**src/rtl/seg_scan_mux_pkg.sv**
```systemverilog
// Shared encoding constants and slot state type for the 7-segment scan driver.
package seg_scan_mux_pkg;

    localparam logic [7:0]  SEG_BLANK  = 8'hFF;
    localparam int unsigned SEG_DP_BIT = 0;
    localparam logic [3:0]  BLANK_CODE = 4'hF;

    typedef enum logic {
        StBlank,
        StShow
    } slot_state_e;

endpackage

```
**src/rtl/digit_to_seg.sv**
```systemverilog
// Combinational BCD to active-low {a,b,c,d,e,f,g,dp} decoder; dp bit is always off.
module digit_to_seg
    import seg_scan_mux_pkg::*;
(
    input  logic [3:0] i_code,
    output logic [7:0] o_seg
);

    always_comb begin
        case (i_code)
            4'd0:    o_seg = 8'h03;
            4'd1:    o_seg = 8'h9F;
            4'd2:    o_seg = 8'h25;
            4'd3:    o_seg = 8'h0D;
            4'd4:    o_seg = 8'h99;
            4'd5:    o_seg = 8'h49;
            4'd6:    o_seg = 8'h41;
            4'd7:    o_seg = 8'h1F;
            4'd8:    o_seg = 8'h01;
            4'd9:    o_seg = 8'h09;
            default: o_seg = SEG_BLANK;
        endcase
    end

endmodule

```
**src/rtl/seg_scan_mux.sv**
```systemverilog
// Time-multiplexed 7-segment bank driver: blank/show slot FSM, shadowed frame with
// wrap-synchronous update handshake, leading-zero blanking and registered pin outputs.
module seg_scan_mux
    import seg_scan_mux_pkg::*;
#(
    parameter int unsigned CLK_HZ     = 50_000_000,
    parameter int unsigned SCAN_HZ    = 1_000,
    parameter int unsigned NUM_DIGITS = 8,
    parameter int unsigned BLANK_CYC  = 64
) (
    input  logic                    clk,
    input  logic                    rst_n,
    input  logic [4*NUM_DIGITS-1:0] bcd_in,
    input  logic [NUM_DIGITS-1:0]   dp_in,
    input  logic                    lz_blank_en,
    input  logic                    upd,
    output logic                    upd_ack,
    output logic [NUM_DIGITS-1:0]   sel_n,
    output logic [7:0]              seg,
    output logic                    frame_tick
);

    localparam int unsigned DIV  = CLK_HZ / SCAN_HZ;
    localparam int unsigned CNTW = (DIV > 1) ? $clog2(DIV) : 1;
    localparam int unsigned IDXW = $clog2(NUM_DIGITS);
    localparam logic [CNTW-1:0] CNT_LAST       = CNTW'(DIV - 1);
    localparam logic [CNTW-1:0] CNT_BLANK_LAST = CNTW'(BLANK_CYC - 1);
    localparam logic [IDXW-1:0] IDX_LAST       = IDXW'(NUM_DIGITS - 1);

    slot_state_e r_state, w_state_d;
    logic [CNTW-1:0] r_cnt, w_cnt_d;
    logic [IDXW-1:0] r_idx, w_idx_d;
    logic w_slot_end, w_wrap;

    logic                    r_pending, r_lz;
    logic [4*NUM_DIGITS-1:0] r_digits;
    logic [NUM_DIGITS-1:0]   r_dp;
    logic [NUM_DIGITS-1:0]   r_sel_n, w_sel_d;
    logic [7:0]              r_seg, w_seg_d, w_dec;
    logic                    r_frame_tick, r_upd_ack;

    logic [3:0]            w_digit [NUM_DIGITS];
    logic [NUM_DIGITS-1:0] w_zblank;
    logic [3:0]            w_code;

    always_ff @(posedge clk or negedge rst_n) begin
        if (!rst_n) begin
            r_state <= StBlank;
            r_cnt   <= '0;
            r_idx   <= '0;
        end else begin
            r_state <= w_state_d;
            r_cnt   <= w_cnt_d;
            r_idx   <= w_idx_d;
        end
    end

    always_comb begin
        w_slot_end = (r_cnt == CNT_LAST);
        w_wrap     = w_slot_end && (r_idx == IDX_LAST);
        w_cnt_d    = w_slot_end ? '0 : r_cnt + 1'b1;
        w_idx_d    = r_idx;
        if (w_slot_end) begin
            w_idx_d = w_wrap ? '0 : r_idx + 1'b1;
        end
        w_state_d = r_state;
        case (r_state)
            StBlank: if (r_cnt == CNT_BLANK_LAST) w_state_d = StShow;
            StShow:  if (w_slot_end)              w_state_d = StBlank;
            default: w_state_d = StBlank;
        endcase
    end

    // A digit is zero-blanked when it and every digit to its left are 0 with no dp lit.
    always_comb begin
        logic run;
        run      = r_lz;
        w_zblank = '0;
        for (int i = 0; i < NUM_DIGITS; i++) begin
            w_digit[i] = r_digits[4*i +: 4];
        end
        for (int i = NUM_DIGITS - 1; i > 0; i--) begin
            run         = run & (w_digit[i] == 4'd0) & ~r_dp[i];
            w_zblank[i] = run;
        end
        w_code = w_zblank[r_idx] ? BLANK_CODE : w_digit[r_idx];
    end

    digit_to_seg u_digit_to_seg (
        .i_code (w_code),
        .o_seg  (w_dec)
    );

    always_comb begin
        w_sel_d = '1;
        w_seg_d = SEG_BLANK;
        if (r_state == StShow) begin
            w_sel_d[r_idx]      = 1'b0;
            w_seg_d             = w_dec;
            w_seg_d[SEG_DP_BIT] = ~r_dp[r_idx];
        end
    end

    always_ff @(posedge clk or negedge rst_n) begin
        if (!rst_n) begin
            r_sel_n      <= '1;
            r_seg        <= SEG_BLANK;
            r_frame_tick <= 1'b0;
            r_upd_ack    <= 1'b0;
        end else begin
            r_sel_n      <= w_sel_d;
            r_seg        <= w_seg_d;
            r_frame_tick <= w_wrap;
            r_upd_ack    <= w_wrap & (r_pending | upd);
        end
    end

    // Shadow only changes on the wrap edge, so a frame is never shown half-updated.
    always_ff @(posedge clk or negedge rst_n) begin
        if (!rst_n) begin
            r_pending <= 1'b0;
            r_digits  <= '0;
            r_dp      <= '0;
            r_lz      <= 1'b0;
        end else if (w_wrap) begin
            r_pending <= 1'b0;
            if (r_pending || upd) begin
                r_digits <= bcd_in;
                r_dp     <= dp_in;
                r_lz     <= lz_blank_en;
            end
        end else if (upd) begin
            r_pending <= 1'b1;
        end
    end

    assign sel_n      = r_sel_n;
    assign seg        = r_seg;
    assign frame_tick = r_frame_tick;
    assign upd_ack    = r_upd_ack;

    a_one_digit: assert property (@(posedge clk) disable iff (!rst_n)
        $countones(~sel_n) <= 1);
    a_blank_off: assert property (@(posedge clk) disable iff (!rst_n)
        ($past(r_state) == StBlank) |-> (sel_n == '1));

endmodule

```
**config.mk**
```make
export PLATFORM = sky130hd
export DESIGN_NAME = seg_scan_mux
export DESIGN_NICKNAME = d
export VERILOG_FILES = /design/src/rtl/seg_scan_mux_pkg.sv /design/src/rtl/digit_to_seg.sv /design/src/rtl/seg_scan_mux.sv
export SDC_FILE = /design/constraint.sdc
export NUM_CORES = 1
export LEC_CHECK = 0
export ABC_AREA = 1
export CORE_MARGIN = 1
export CORE_UTILIZATION = 45
export DETAILED_ROUTE_END_ITERATION = 10
export GPL_TIMING_DRIVEN = 0
export HOLD_SLACK_MARGIN = 0.03
export PLACE_DENSITY_LB_ADDON = 0.25
export SYNTH_ARGS = -nofsm -noshare
export SYNTH_HDL_FRONTEND = slang
export SYNTH_SLANG_ARGS = --single-unit
```
**constraint.sdc**
```tcl
create_clock -name clk -period 4.4 [get_ports clk]
set_input_delay 1.32 -clock clk [delete_from_list [all_inputs] [get_ports clk]]
set_output_delay 1.32 -clock clk [all_outputs]
set_load 0.03 [all_outputs]
```
Word level (Yosys, flattened, before mapping):

Memories as Yosys holds them, arrays and structs flattened.
Index checks and enable logic that the tools add are counted.
Widths: inputs -> output; s select.

* ROM bits: 112
* logic and storage cells: 78
* memories: 1
* register bits after elaboration: 80

* bitwise operators: 27
* add/sub/neg operators: 2
* reduce and logical (&&, ||, !) cells: 12
* equal/unequal tests: 3
* muxes and demuxes: 19
* $lt $le $gt $ge: 3

Memory list
* (no name shown): words 16, bits a word 7, rd ports 1, clocked after memory_dff 0, write ports 0, line digit_to_seg.sv:10 `case (i_code)`

Operator list (count)
* $logic_not 4->1: 7
* $add 16x1->16 const B: 1
* $eq 16x16->1 const B: 1
* $eq 16x6->1 const B: 1
* $mux 16: 1
* $mux 8: 2
* $and 1x1->1: 15
* $bmux 4 s3: 1
* $mux 4: 3
* $not 1->1: 9
* $not 8->8: 1
* $mux 1: 7
* $bmux 1 s3: 2
* $ge 4x4->1 const B: 1
* $lt 3x4->1 const B: 1
* $not 3->4: 1
* $add 3x1->3 const B: 1
* $demux 1 s3: 1
* $eq 3x3->1 const B: 1
* $ge 3x1->1 const B: 1
* $mux 3: 1
* $logic_and 1x1->1: 2
* $pmux 1 s2: 1
* $reduce_and 2->1: 1
* 3 further kinds: 3

Longest topological paths before layout:

An unclocked memory read counts as a cell.

* depth in word-level cells: 20
* mapped depth: 16

By module:

From an unflattened synthesis, not the netlist that was laid out.

* cell total of the unflattened synthesis: 496
* area total of the unflattened synthesis: 3995.1 sq um

By module, submodules not included
* seg_scan_mux: sequential area each 2021.9 sq um, cells an instance 459, instances 1, area an instance 3796.1 sq um
* digit_to_seg: sequential area each 0.0 sq um, cells an instance 37, instances 1, area an instance 198.9 sq um

Least setup slack after synthesis:

Ideal clock, no wire load.

* path type: in2reg
* from: input port upd
* to: register r_digits[10]
* required time: 4.334 ns
* library setup time: 0.066 ns
* stages: 4
* arrival time: 2.167 ns
* slack: 2.168 ns
* cell sequence: o211ai_1 clkbuf_1 nand2_1 nand2_1

* word-level cells in the longest chain between the ends: 2

RTL lines
* start: declaration: line seg_scan_mux.sv:16 `input logic upd,`
* $logic_or 1x1->1: line seg_scan_mux.sv:127 `if (r_pending || upd) begin`
* $reduce_and 2->1 (no source line)
* end signal: assignment: line seg_scan_mux.sv:128 `r_digits <= bcd_in;`
* end: declaration: line seg_scan_mux.sv:36 `logic [4*NUM_DIGITS-1:0] r_digits;`

No other way between the ends.
A chain may end at the register's enable or synchronous reset.

Worst setup path in the final report:

* from: register r_seg[4], in the netlist seg[4]
* to: output port seg[4]

RTL lines
* start: declaration: line seg_scan_mux.sv:39 `logic [7:0] r_seg, w_seg_d, w_dec;`
* start signal: assignment: line seg_scan_mux.sv:112 `r_seg <= w_seg_d;`
* end: declaration: line seg_scan_mux.sv:19 `output logic [7:0] seg,`

No word-level cell between the ends.

==> results by stage <==
Run status:
- The flow ran to the end, and the final reports show no timing, DRC or antenna violations.

Route:
- The wire length reported by the detailed router is 9070 um.
- After detailed routing, the average wire length per cell comes to 13.7 um.
- The number of nets with antenna violations after routing is 0.
- For this block, the initial DRC count from the detailed router was 175.
- For this run, design rule violations remaining after detail routing come to 0.
- For this block, the via count after detailed routing is 3309.
- The via density per instance is 4.99.
- The number of detailed-route iterations in the first pass is 6.

Worst setup path:
- The sort of element at the start of the critical path is a flop.
- Traced cell by cell, the critical path runs through clkdlybuf4s50_1.
- The kind of capture point of the worst setup path is a primary output.
- At the worst endpoint, the arrival time is 1540 ps.
- The critical path is of the flop to primary output type.
- At the worst endpoint, the required time is 3080 ps.
- The largest stage delay on the critical path is 650 ps.
- The end of the worst register-to-register path is seg[4].
- The worst register-to-register path has a setup slack of 2100 ps.
- In this design, the largest share of critical-path delay is due to buffers and inverters.
- The path depth of the worst reg2reg path is 14.
- The worst register-to-register path begins at r_idx[0].
- The number of buffers and inverters on the critical path is 1.
- The largest individual stage delay along the critical path comes from the cell sky130_fd_sc_hd__clkdlybuf4s50_1.
- The most critical setup path has its startpoint at seg[4].
- The worst-path maximum fanout is 1.

Synthesis:
- The flip-flop and latch count after synthesis is 80.
- Sequential elements use 51.7% of the synthesized area.
- During synthesis, Yosys emitted a total of 0 warnings.
- The net count after synthesis is 532.
- Synthesis handed over a netlist of 480 instances.
- The synthesized area is 3910 um^2.
- The netlist uses 36 different library cells.
- The average footprint of a synthesized cell is 8.15 um^2.

Placement:
- Routability-driven placement finished with a final weighted congestion of 0.913.
- During placement, the flow inserted port buffers numbering 61.
- The post-place setup slack is 1270 ps.
- The estimated wirelength of the detail-placed design is 6790 um.

STA:
- The part of the cycle the worst path needs is 65.1%.
- The worst relative slew slack is 48.4%.
- Setup violations remaining at the end of the flow were counted as 0.
- At the pin with the least slew margin, the transition time is 771 ps.
- The setup slack of the critical path after layout is 1540 ps.
- The final number of max-transition violations came to 0.
- Setup repair after global routing left no endpoint under its margin.
- The worst clock skew is 10.2 ps.
- The fmax is 0.349 GHz.
- The time the worst path needs with I/O delays and setup is 2860 ps.
- The number of hold violations in the final report is 0.

Die:
- The starting utilization of the core area is 47.2%.
- The chip height is 95.3 um.
- The area of the die is 9070 um^2.
- The total area inside the core boundary comes to 8300 um^2.
- The floorplan step set the die width to 95.3 um.
- The floorplan has 33 rows.
- The number of primary I/O pins is 62.

Power and ir drop:
- VDD sags by at most 0.126 mV.
- In this run the power spent charging and discharging nets is 285 uW.
- In this run the static leakage power is 0.00234 uW.
- The clock network accounts for 42.0% of the total power.
- The share of total power dissipated in combinational logic is 4.0%.
- The power per cell area is 279 nW/um^2.
- The sequential group share of total power is 54.0%.
- The fraction of power spent switching nets is 20.9%.
- Cell internal power was estimated by the tool at 1080 uW.

Clocking:
- In this run the clock root is driven by a sky130_fd_sc_hd__clkbuf_8.
- The number of H-tree levels is 3.
- For this design, the sink count on the clock tree is 80.
- The post-cts sizing count is 0.
- The clock slew seen by the registers of the worst setup and hold paths is 80 ps.
- TritonCTS built the clock tree.
- The post-CTS repair timing setup buffer count is 0.
- The maximum buffer depth of the clock tree is 2.
- The post-cts hold buffer count is 0.
- The number of CTS-inserted buffers is 9.
- For the worst-skew pair, the clock arrives at the later sink with an insertion delay of 360 ps.

Layout:
- The number of nets at the end of the flow is 605.
- Cells with a size suffix above 1 make up 10.8% of the layout.
- The repair_antennas step left the layout with diodes totalling 0.
- Compared with the post-synthesis result, the final layout area differs by 24.7%.
- The final core area utilization is 58.8%.

Hold path:
- In this run the most critical hold path is launched from r_cnt[0].
- Along the worst hold path, the cell count comes to 1.
- The worst hold path belongs to the class flop to flop.
- The path with the worst hold slack has its endpoint at r_cnt[0].

Global routing:
- The pin count of the biggest net entering global routing is 44.
- The wire length of the first global-routing pass is 15100 um.
- The initial antenna violation count came to 0.
- The via count of the first global-routing pass came to 3133.
- Global routing used 22.4% of the available tracks.
- The sum of overflow across all layers after global routing is 0.

Run:
- The tool flagged a number of max-cap violations equal to 0.
-- layer usage --
layer	track usage, %	vias up	wire [um]
li1	-	1658	-
met1	30.3	1546	4220
met2	36.1	93	4280
met3	3.27	12	416
met4	8.84	0	160
met5	0	-	0
-- registers in the layout, summed over array words and instances, names as in the netlist, 3 cells and up --
signal    cells
r_digits     32
r_cnt        16
r_dp          8
seg           8
sel_n         8
r_idx         3
-- worst max path at each step --
stage	end	slack, ps	depth (start not counted)
after floorplan	r_digits[10]	2170	4
after global placement	r_cnt[9]	-680	1
after detailed placement	r_digits[1]	1270	5
after CTS	seg[4]	1520	1
after global routing	r_digits[2]	1490	5
final	seg[4]	1540	1
-- cell type report --
cell class	count	area, um^2
buffer	13	97.6
clock buffer	13	169
clock inverter	3	40.0
fill	747	3420
inverter	52	195
multi-input combinational	335	1600
sequential	80	2020
tap	105	131
timing repair buffer	62	628
-- cells by family (layout without fill, tap and decap cells) --
kind of cell,after synthesis,after routing,share of synthesized area [%]
flops,80,80,51.7
fa+ha+maj,8,8,2.56
compound gates,51,51,8.22
xor+xnor,5,5,1.12
buf+inv,65,143,7.48
simple gates,271,271,29.0
-- synth_stat cells (all sizes together) --
library cell / number / area, um^2
clkinv: 1 / 3.75
nor4: 3 / 25.0
a31oi: 2 / 12.5
o21ai: 30 / 180
or2: 1 / 6.26
xor2: 5 / 43.8
clkbuf: 4 / 15.0
nor2: 62 / 240
nor3: 10 / 60.1
o21a: 2 / 22.5
a22o: 1 / 8.76
nand4: 5 / 31.3
nand3: 27 / 145
dfrtp: 64 / 1600
nor3b: 1 / 7.51
nand3b: 2 / 15.0
a21oi: 7 / 35.0
nand2: 160 / 603
a211oi: 1 / 7.51
o211ai: 4 / 30.0
dfstp: 16 / 420
inv: 51 / 191
ha: 8 / 100
o22ai: 4 / 25.0
buf: 9 / 82.6
-- cell usage in the layout (no fill, tap or decap), drive strengths merged, types with 8 or more instances in the layout --
cell           instances
clkbuf                17
inv                   51
nand3                 27
dfrtp                 64
dfstp                 16
o21ai                 30
nor2                  62
clkdlybuf4s50         60
nor3                  10
ha                     8
nand2                160
buf                   11
-- per-stage QoR --
| step | TNS (ps) | instance area [um^2] | std cells | total power, uW | hold WS (ps) |
|---|---|---|---|---|---|
| after detailed placement | 0 | 4670 | 647 | 805 | 453 |
| final | 0 | 4880 | 663 | 1360 | 460 |
| after global routing | 0 | 4880 | 663 | 1410 | 488 |
| after CTS | 0 | 4880 | 663 | 1380 | 463 |
| after floorplan | 0 | 3910 | 480 | 750 | 433 |
| after global placement | -43010 | 4660 | 646 | 803 | 445 |
-- power by group through the flow --
stage	Combinational [uW]	Clock (uW)	Sequential [uW]
after floorplan	0.00102	0	750
after global placement	53.4	0	749
after detailed placement	56.0	0	749
after CTS	56.3	584	735
after global routing	60.4	612	735
final	54.6	573	735
No activity file was read; power rests on OpenSTA's default activity.
